**config.mk**
```make
export PLATFORM = sky130hd
export DESIGN_NAME = fetch_sequencer_flat
export DESIGN_NICKNAME = d
export VERILOG_FILES = /design/src/rtl/fetch_sequencer_pkg.sv /design/src/rtl/fetch_sequencer_if.sv /design/src/rtl/fetch_sequencer_next_pc_calc.sv /design/src/rtl/fetch_sequencer.sv /design/src/flat_wrapper.sv
export SDC_FILE = /design/constraint.sdc
export NUM_CORES = 1
export LEC_CHECK = 0
export CORE_UTILIZATION = 25
export DETAILED_ROUTE_END_ITERATION = 8
export HOLD_SLACK_MARGIN = 0.12
export PLACE_DENSITY_LB_ADDON = 0.3
export SLEW_MARGIN = 15
export SYNTH_ARGS = -nofsm -noshare
export SYNTH_HDL_FRONTEND = slang
export SYNTH_SLANG_ARGS = --single-unit
```
**constraint.sdc**
```tcl
create_clock -name Clk -period 3.3 [get_ports Clk]
set_clock_uncertainty 0.15 [all_clocks]
set_input_delay 0.33 -clock Clk [delete_from_list [all_inputs] [get_ports Clk]]
set_output_delay 0.33 -clock Clk [all_outputs]
set_load 0.02 [all_outputs]
```
**src/rtl/fetch_sequencer_pkg.sv**
```systemverilog
// Shared definitions for the instruction-fetch sequencer: opcode field
// layout, the relative-jump opcode and the FSM state encoding.
package fetch_sequencer_pkg;

    // Instruction fields: [7:6] opcode, [5:0] signed jump offset.
    localparam int OPC_HI  = 7;
    localparam int OPC_LO  = 6;
    localparam int OFFS_HI = 5;
    localparam int OFFS_LO = 0;

    localparam logic [1:0] OP_JUMP = 2'b11;

    typedef enum logic [1:0] {
        ST_IDLE  = 2'd0,
        ST_FETCH = 2'd1,
        ST_DONE  = 2'd2
    } state_t;

    function automatic logic is_jump(input logic [7:0] instr);
        return instr[OPC_HI:OPC_LO] == OP_JUMP;
    endfunction

endpackage

```
**src/rtl/fetch_sequencer_if.sv**
```systemverilog
// Fetch-stage bus: control inputs from the pipeline, the instruction
// memory read port, and the IF/ID register outputs.
//   master : pipeline/memory side (drives Start, Stall_In, Redirect_*, Instr_In)
//   slave  : fetch_sequencer side (drives PC_Out, Fetch_En, IF_ID_*, status)
interface fetch_sequencer_if #(
    parameter int PC_W  = 8,
    parameter int CNT_W = 8
);
    logic              Start;
    logic              Stall_In;
    logic              Redirect_En;
    logic [PC_W-1:0]   Redirect_Addr;
    logic [7:0]        Instr_In;
    logic [PC_W-1:0]   PC_Out;
    logic              Fetch_En;
    logic [7:0]        IF_ID_Instr;
    logic [PC_W-1:0]   IF_ID_PC;
    logic              IF_ID_Valid;
    logic              Busy;
    logic              Done;
    logic [CNT_W-1:0]  Fetch_Count;

    modport master (
        output Start, Stall_In, Redirect_En, Redirect_Addr, Instr_In,
        input  PC_Out, Fetch_En, IF_ID_Instr, IF_ID_PC, IF_ID_Valid,
               Busy, Done, Fetch_Count
    );

    modport slave (
        input  Start, Stall_In, Redirect_En, Redirect_Addr, Instr_In,
        output PC_Out, Fetch_En, IF_ID_Instr, IF_ID_PC, IF_ID_Valid,
               Busy, Done, Fetch_Count
    );
endinterface

```
**src/rtl/fetch_sequencer_next_pc_calc.sv**
```systemverilog
// Next fetch address: PC+1, or PC+1+sext(offset) for the relative jump.
// Arithmetic wraps modulo 2^PC_W; past_end flags an address beyond the
// program image, which terminates the program.
//   pc       : current fetch address
//   instr    : instruction word read at pc
//   next_pc  : address to fetch next
//   past_end : next_pc >= MEM_DEPTH
module fetch_sequencer_next_pc_calc
    import fetch_sequencer_pkg::*;
#(
    parameter int PC_W      = 8,
    parameter int MEM_DEPTH = 8
) (
    input  logic [PC_W-1:0] pc,
    input  logic [7:0]      instr,
    output logic [PC_W-1:0] next_pc,
    output logic            past_end
);
    // One extra bit so MEM_DEPTH == 2^PC_W is representable.
    localparam logic [PC_W:0] DEPTH = (PC_W+1)'(MEM_DEPTH);

    logic [PC_W-1:0] offs;

    always_comb begin
        offs     = '0;
        if (is_jump(instr))
            offs = {{(PC_W-6){instr[OFFS_HI]}}, instr[OFFS_HI:OFFS_LO]};
        next_pc  = pc + PC_W'(1) + offs;
        past_end = {1'b0, next_pc} >= DEPTH;
    end
endmodule

```
**src/rtl/fetch_sequencer.sv**
```systemverilog
// Instruction-fetch stage controller. Owns the PC, drives the memory read
// address, latches fetched words into IF/ID and resolves the relative jump
// at fetch so a taken jump costs no bubble.
//   Clk, Reset : clock, async active-low reset
//   bus        : fetch bus (slave side), see fetch_sequencer_if
module fetch_sequencer
    import fetch_sequencer_pkg::*;
#(
    parameter int PC_W      = 8,
    parameter int MEM_DEPTH = 8,
    parameter int CNT_W     = 8
) (
    input  logic             Clk,
    input  logic             Reset,
    fetch_sequencer_if.slave bus
);
    localparam logic [PC_W:0] DEPTH = (PC_W+1)'(MEM_DEPTH);

    state_t            state, state_nxt;
    logic [PC_W-1:0]   pc;
    logic [7:0]        ifid_instr;
    logic [PC_W-1:0]   ifid_pc;
    logic              ifid_vld;
    logic [CNT_W-1:0]  cnt;

    logic              start_go, redir_go, fetch_go;
    logic [PC_W-1:0]   next_pc;
    logic              past_end, redir_past;

    fetch_sequencer_next_pc_calc #(
        .PC_W      (PC_W),
        .MEM_DEPTH (MEM_DEPTH)
    ) u_npc (
        .pc       (pc),
        .instr    (bus.Instr_In),
        .next_pc  (next_pc),
        .past_end (past_end)
    );

    assign redir_past = {1'b0, bus.Redirect_Addr} >= DEPTH;

    always_ff @(posedge Clk or negedge Reset) begin
        if (!Reset) state <= ST_IDLE;
        else        state <= state_nxt;
    end

    // Redirect beats stall beats fetch; Start only matters outside FETCH.
    always_comb begin
        state_nxt = state;
        start_go  = 1'b0;
        redir_go  = 1'b0;
        fetch_go  = 1'b0;
        unique case (state)
            ST_IDLE, ST_DONE: begin
                if (bus.Start) begin
                    state_nxt = ST_FETCH;
                    start_go  = 1'b1;
                end
            end
            ST_FETCH: begin
                if (bus.Redirect_En) begin
                    redir_go = 1'b1;
                    if (redir_past) state_nxt = ST_DONE;
                end else if (!bus.Stall_In) begin
                    fetch_go = 1'b1;
                    if (past_end) state_nxt = ST_DONE;
                end
            end
            default: state_nxt = ST_IDLE;
        endcase
    end

    always_ff @(posedge Clk or negedge Reset) begin
        if (!Reset) begin
            pc         <= '0;
            ifid_instr <= 8'h00;
            ifid_pc    <= '0;
            ifid_vld   <= 1'b0;
            cnt        <= '0;
        end else if (start_go) begin
            pc       <= '0;
            cnt      <= '0;
            ifid_vld <= 1'b0;
        end else if (redir_go) begin
            // Redirect flushes IF/ID valid but leaves the stale word in place.
            pc       <= bus.Redirect_Addr;
            ifid_vld <= 1'b0;
        end else if (fetch_go) begin
            ifid_instr <= bus.Instr_In;
            ifid_pc    <= pc;
            ifid_vld   <= 1'b1;
            if (cnt != '1) cnt <= cnt + CNT_W'(1);
            // On running off the end the PC stays on the last address.
            if (!past_end) pc <= next_pc;
        end else if (state != ST_FETCH) begin
            // Final word is shown for exactly one cycle once in DONE.
            ifid_vld <= 1'b0;
        end
    end

    assign bus.PC_Out      = pc;
    assign bus.Fetch_En    = fetch_go;
    assign bus.IF_ID_Instr = ifid_instr;
    assign bus.IF_ID_PC    = ifid_pc;
    assign bus.IF_ID_Valid = ifid_vld;
    assign bus.Busy        = (state == ST_FETCH);
    assign bus.Done        = (state == ST_DONE);
    assign bus.Fetch_Count = cnt;
endmodule

```
**src/flat_wrapper.sv**
```systemverilog
// flat-port wrapper written by rule: the top's interface ports become plain ports
module fetch_sequencer_flat import fetch_sequencer_pkg::*;
#(
    parameter int PC_W      = 8,
    parameter int MEM_DEPTH = 8,
    parameter int CNT_W     = 8
)
  (Clk, Reset, bus_Start, bus_Stall_In, bus_Redirect_En, bus_Redirect_Addr, bus_Instr_In, bus_PC_Out, bus_Fetch_En, bus_IF_ID_Instr, bus_IF_ID_PC, bus_IF_ID_Valid, bus_Busy, bus_Done, bus_Fetch_Count);
  fetch_sequencer_if #(.PC_W(PC_W), .CNT_W(CNT_W)) bus_i ();
  input  logic Clk;
  input  logic Reset;
  input wire logic [$bits(bus_i.Start)-1:0] bus_Start;
  input wire logic [$bits(bus_i.Stall_In)-1:0] bus_Stall_In;
  input wire logic [$bits(bus_i.Redirect_En)-1:0] bus_Redirect_En;
  input wire logic [$bits(bus_i.Redirect_Addr)-1:0] bus_Redirect_Addr;
  input wire logic [$bits(bus_i.Instr_In)-1:0] bus_Instr_In;
  output wire logic [$bits(bus_i.PC_Out)-1:0] bus_PC_Out;
  output wire logic [$bits(bus_i.Fetch_En)-1:0] bus_Fetch_En;
  output wire logic [$bits(bus_i.IF_ID_Instr)-1:0] bus_IF_ID_Instr;
  output wire logic [$bits(bus_i.IF_ID_PC)-1:0] bus_IF_ID_PC;
  output wire logic [$bits(bus_i.IF_ID_Valid)-1:0] bus_IF_ID_Valid;
  output wire logic [$bits(bus_i.Busy)-1:0] bus_Busy;
  output wire logic [$bits(bus_i.Done)-1:0] bus_Done;
  output wire logic [$bits(bus_i.Fetch_Count)-1:0] bus_Fetch_Count;
  assign bus_i.Start = bus_Start;
  assign bus_i.Stall_In = bus_Stall_In;
  assign bus_i.Redirect_En = bus_Redirect_En;
  assign bus_i.Redirect_Addr = bus_Redirect_Addr;
  assign bus_i.Instr_In = bus_Instr_In;
  assign bus_PC_Out = bus_i.PC_Out;
  assign bus_Fetch_En = bus_i.Fetch_En;
  assign bus_IF_ID_Instr = bus_i.IF_ID_Instr;
  assign bus_IF_ID_PC = bus_i.IF_ID_PC;
  assign bus_IF_ID_Valid = bus_i.IF_ID_Valid;
  assign bus_Busy = bus_i.Busy;
  assign bus_Done = bus_i.Done;
  assign bus_Fetch_Count = bus_i.Fetch_Count;
  fetch_sequencer #(.PC_W(PC_W), .MEM_DEPTH(MEM_DEPTH), .CNT_W(CNT_W)) u_core (.Clk(Clk), .Reset(Reset), .bus(bus_i));
endmodule
```
==> results.sh, run 1 <==
export IMPL_pin_count=57
export IMPL_n_antenna_cell=0
export IMPL_clockBufferDepth=2
export IMPL_antenna_found_initial=0
export IMPL_grt_pass1_vias=1398
export IMPL_detailed_place_hpwl_um=3300
export IMPL_vdd_drop_max_mv=0.409
export IMPL_hold_path_depth=1
export IMPL_synth_seq_cells=35
export IMPL_crit_arrival_ns=3.03
export IMPL_htree_levels=2
export IMPL_io_buffers=56
export IMPL_wl_um=4330
export IMPL_crit_fanout=8
export IMPL_dp_slack_ns=-0.0192
export IMPL_gp_congestion=0.782
export IMPL_cts_resized=0
export IMPL_grt_overflow=0
export IMPL_die_x_um=88.4
export IMPL_slowest_delay_ns=0.56
export IMPL_layoutNonFillerInstCount=330
export IMPL_crit_chain="clkdlybuf4s50_1 -> nand3_1 -> ha_1 -> fa_1 -> nand2b_1 -> a21oi_1 -> xnor2_1 -> a2111oi_4 -> a211oi_4 -> mux2_4"
export IMPL_hold_class="reg2reg"
export IMPL_powerDensity_nw_per_um2=824
export IMPL_fin_crit_sh=0.907
export IMPL_synth_largest_area_cell="dfrtp_1"
export IMPL_row_count=31
export IMPL_fmax_mhz=334
export IMPL_syn_area_um2=1860
export IMPL_synthCells=166
export IMPL_slowest_stage="clkdlybuf4s50_1"
export IMPL_grt_max_degree=36
export IMPL_yosysTopAreaCellShare=0.470
export IMPL_vias=1452
export IMPL_ys_types=36
export IMPL_clkSlewWorstSetupHoldPaths_ns=0.08
export IMPL_required_ns=3.33
export IMPL_yosys_warnings=0
export IMPL_r2r_end="u_core.bus.PC_Out[2]"
export IMPL_post_place_cells=321
export IMPL_tightest_slew_ns=0.802
export IMPL_clock_latency_ns=0.29
export IMPL_status="finished clean"
export IMPL_hold_start="u_core.state[1]"
export IMPL_synth_area_per_cell_um2=11.2
export IMPL_drcViolationCount=0
export IMPL_reg2reg_slack_ns=0.59
export IMPL_critPathCaptureType="register"
export IMPL_p_leak_nw=1.17
export IMPL_viasPerCell=4.40
export IMPL_rr_worst_depth=9
export IMPL_layout_nets=261
export IMPL_worstReg2RegStart="u_core.bus.PC_Out[0]"
export IMPL_grt_usage=0.121
export IMPL_postRouteAntennaNets=0
export IMPL_drive_above_1_share=0.152
export IMPL_grt_pass1_wl_um=6990
export IMPL_rsz0062_at_grt="no"
export IMPL_hold_violations=0
export IMPL_slew_violations=0
export IMPL_yosysSeqAreaShare=0.470
export IMPL_max_cap_viol_count=0
export IMPL_layout_min_cycle_time_ns=2.99
export IMPL_cts_root_buf="clkbuf_8"
export IMPL_wl_per_cell_um=13.1
export IMPL_dieArea_um2=7810
export IMPL_synth_nets=197
export IMPL_worst_setup_path_start_kind="primary input"
export IMPL_start_util=0.258
export IMPL_core_area_um2=7210
export IMPL_drt_pass1_iter_count=4
export IMPL_max_slew_margin=0.465
export IMPL_hold_end="u_core.state[0]"
export IMPL_numCtsBuffers=5
export IMPL_critPathKind="in2reg"
export IMPL_drt_iter0_markers=52
export IMPL_area_delta_synth_final_pct=44.1
export IMPL_cts_tree="yes"
export IMPL_setup_violations=0
export IMPL_cts_sinks=35
export IMPL_fin_ws_ns=0.305
export IMPL_die_h_um=88.4
export IMPL_synth_area_leaders="dfrtp_1 (47%), mux2_2 (9.7%), ha_1 (6.0%)"
==> how the worst max path moves through the flow <==
stage / from / cells past startpoint / slack, ns / to
floorplan: u_core.bus.PC_Out[0] / 9 / 0.61 / u_core.bus.PC_Out[2]
global placement: bus_Instr_In[6] / 10 / 0.03 / u_core.bus.PC_Out[2]
detailed placement: bus_Instr_In[6] / 10 / -0.02 / u_core.bus.PC_Out[2]
CTS: bus_Instr_In[6] / 10 / 0.30 / u_core.bus.PC_Out[2]
global route: bus_Instr_In[6] / 10 / 0.16 / u_core.bus.PC_Out[2]
finish: bus_Instr_In[7] / 10 / 0.31 / u_core.bus.PC_Out[2]
==> flip-flops by register name, indices dropped and copies added (netlist names) <==
signal                  flops
u_core.bus.IF_ID_PC         8
u_core.bus.Fetch_Count      8
u_core.bus.IF_ID_Valid      1
u_core.bus.PC_Out           8
u_core.state                2
u_core.bus.IF_ID_Instr      8
==> metrics by stage <==
| stage | utilization | area (um^2) | TNS, ns | power [mW] | hold WS [ns] |
|---|---|---|---|---|---|
| 2_1_floorplan | - | 1860 | 0 | 1.35 | -0.116 |
| 3_3_place_gp | 0.355 | 2560 | 0 | 1.83 | 0.313 |
| 3_5_place_dp | 0.355 | 2560 | -0.0192 | 1.83 | 0.322 |
| 4_1_cts | 0.372 | 2690 | 0 | 2.25 | 0.332 |
| 5_1_grt | 0.372 | 2690 | 0 | 2.37 | 0.374 |
| 6_report | 0.372 | 2690 | 0 | 2.21 | 0.319 |
==> cell usage in the layout, fill, tap and decap left out, drive strengths merged, types with 3 or more instances in the layout <==
cell type,instances
nand2,12
clkdlybuf4s50,55
nand4,4
mux2i,3
inv,5
nand3,4
xor2,7
ha,9
nor2,11
mux2,18
clkbuf,6
a21oi,5
o21a,3
dfrtp,35
nand2b,3
nor2b,6
a22o,4
buf,5
o21ai,8
nor3,4
and3,7
==> area by class of cell <==
| class | count | area [um^2] |
|---|---|---|
| Clock buffer | 6 | 82.6 |
| Fill cell | 742 | 4530 |
| Multi-Input combinational cell | 122 | 955 |
| Inverter | 5 | 18.8 |
| Timing Repair Buffer | 61 | 596 |
| Tap cell | 99 | 124 |
| Sequential cell | 35 | 876 |
| Clock inverter | 2 | 35.0 |
==> cells by family (layout without fill, tap and decap cells) <==
kind of cell	count (synthesis)	count (layout)	share of synthesized area
muxes	21	21	0.127
xor gates and xnor gates	8	8	0.0376
AOI/OAI and AO/OA	28	28	0.116
and+or+nand+nor	55	55	0.160
buffers and inverters	9	74	0.0181
DFF	35	35	0.470
adders and majority gates	10	10	0.0711
==> critical path: cells and delay by family <==
family | cells | cell delay [ns]
adder cells (fa/ha/maj) | 2 | 0.60
multiplexers | 1 | 0.33
AND/OR/NAND/NOR | 2 | 0.32
buffers and inverters | 1 | 0.56
AO/OA/AOI/OAI | 3 | 0.71
XOR/XNOR | 1 | 0.18
==> Yosys cell counts <==
cell	n
xnor2_1	1
nand2b_1	3
nand3b_1	1
a211oi_4	1
o221ai_1	1
mux2i_1	3
a32o_1	1
and2_1	2
o21a_1	3
and3_1	6
a21oi_1	5
fa_1	1
inv_1	5
clkbuf_1	3
ha_1	9
nor3_1	3
mux2_4	1
nand4_1	4
xor2_1	7
a22o_1	4
mux2_1	1
or3_4	1
nand2_1	12
a31oi_1	2
o21ai_0	7
nor2_1	11
nor2b_1	6
dfrtp_1	35
buf_1	1
o211ai_1	2
a2111oi_4	1
and3_4	1
mux2_2	16
nor3_4	1
o21ai_1	1
nand3_1	4
==> power breakdown <==
part | leakage [nW] | total, mW | switching, mW | internal [mW]
clock | 0.0612 | 0.401 | 0.157 | 0.244
combinational | 0.658 | 1.10 | 0.531 | 0.571
sequential | 0.453 | 0.711 | 0.126 | 0.586
==> metal layers <==
layer  track usage  up-vias  share of wire
met2         0.197       42           0.46
met5             0        -              0
met4        0.0352        0          0.012
li1              -      722              -
met1         0.158      681           0.47
met3        0.0326        7          0.054
==> what timing repair did <==
action | in CTS | in global routing
setup buffers | 0 | 0
hold endpoints to repair | 35 | 0
hold buffers | 1 | 0
No activity file was read; power rests on OpenSTA's default activity.
==> run 2: changes to the inputs <==
- CTS_CLUSTER_DIAMETER: not set -> 100
==> results of run 2 <==
Same layout as run 1: the final DEF is identical, and so are final timing and power.
==> run 3: changes to the inputs <==
- SLEW_MARGIN: 15 -> 10
==> results of run 3 <==
Same layout as run 1: the final DEF is identical, and so are final timing and power.
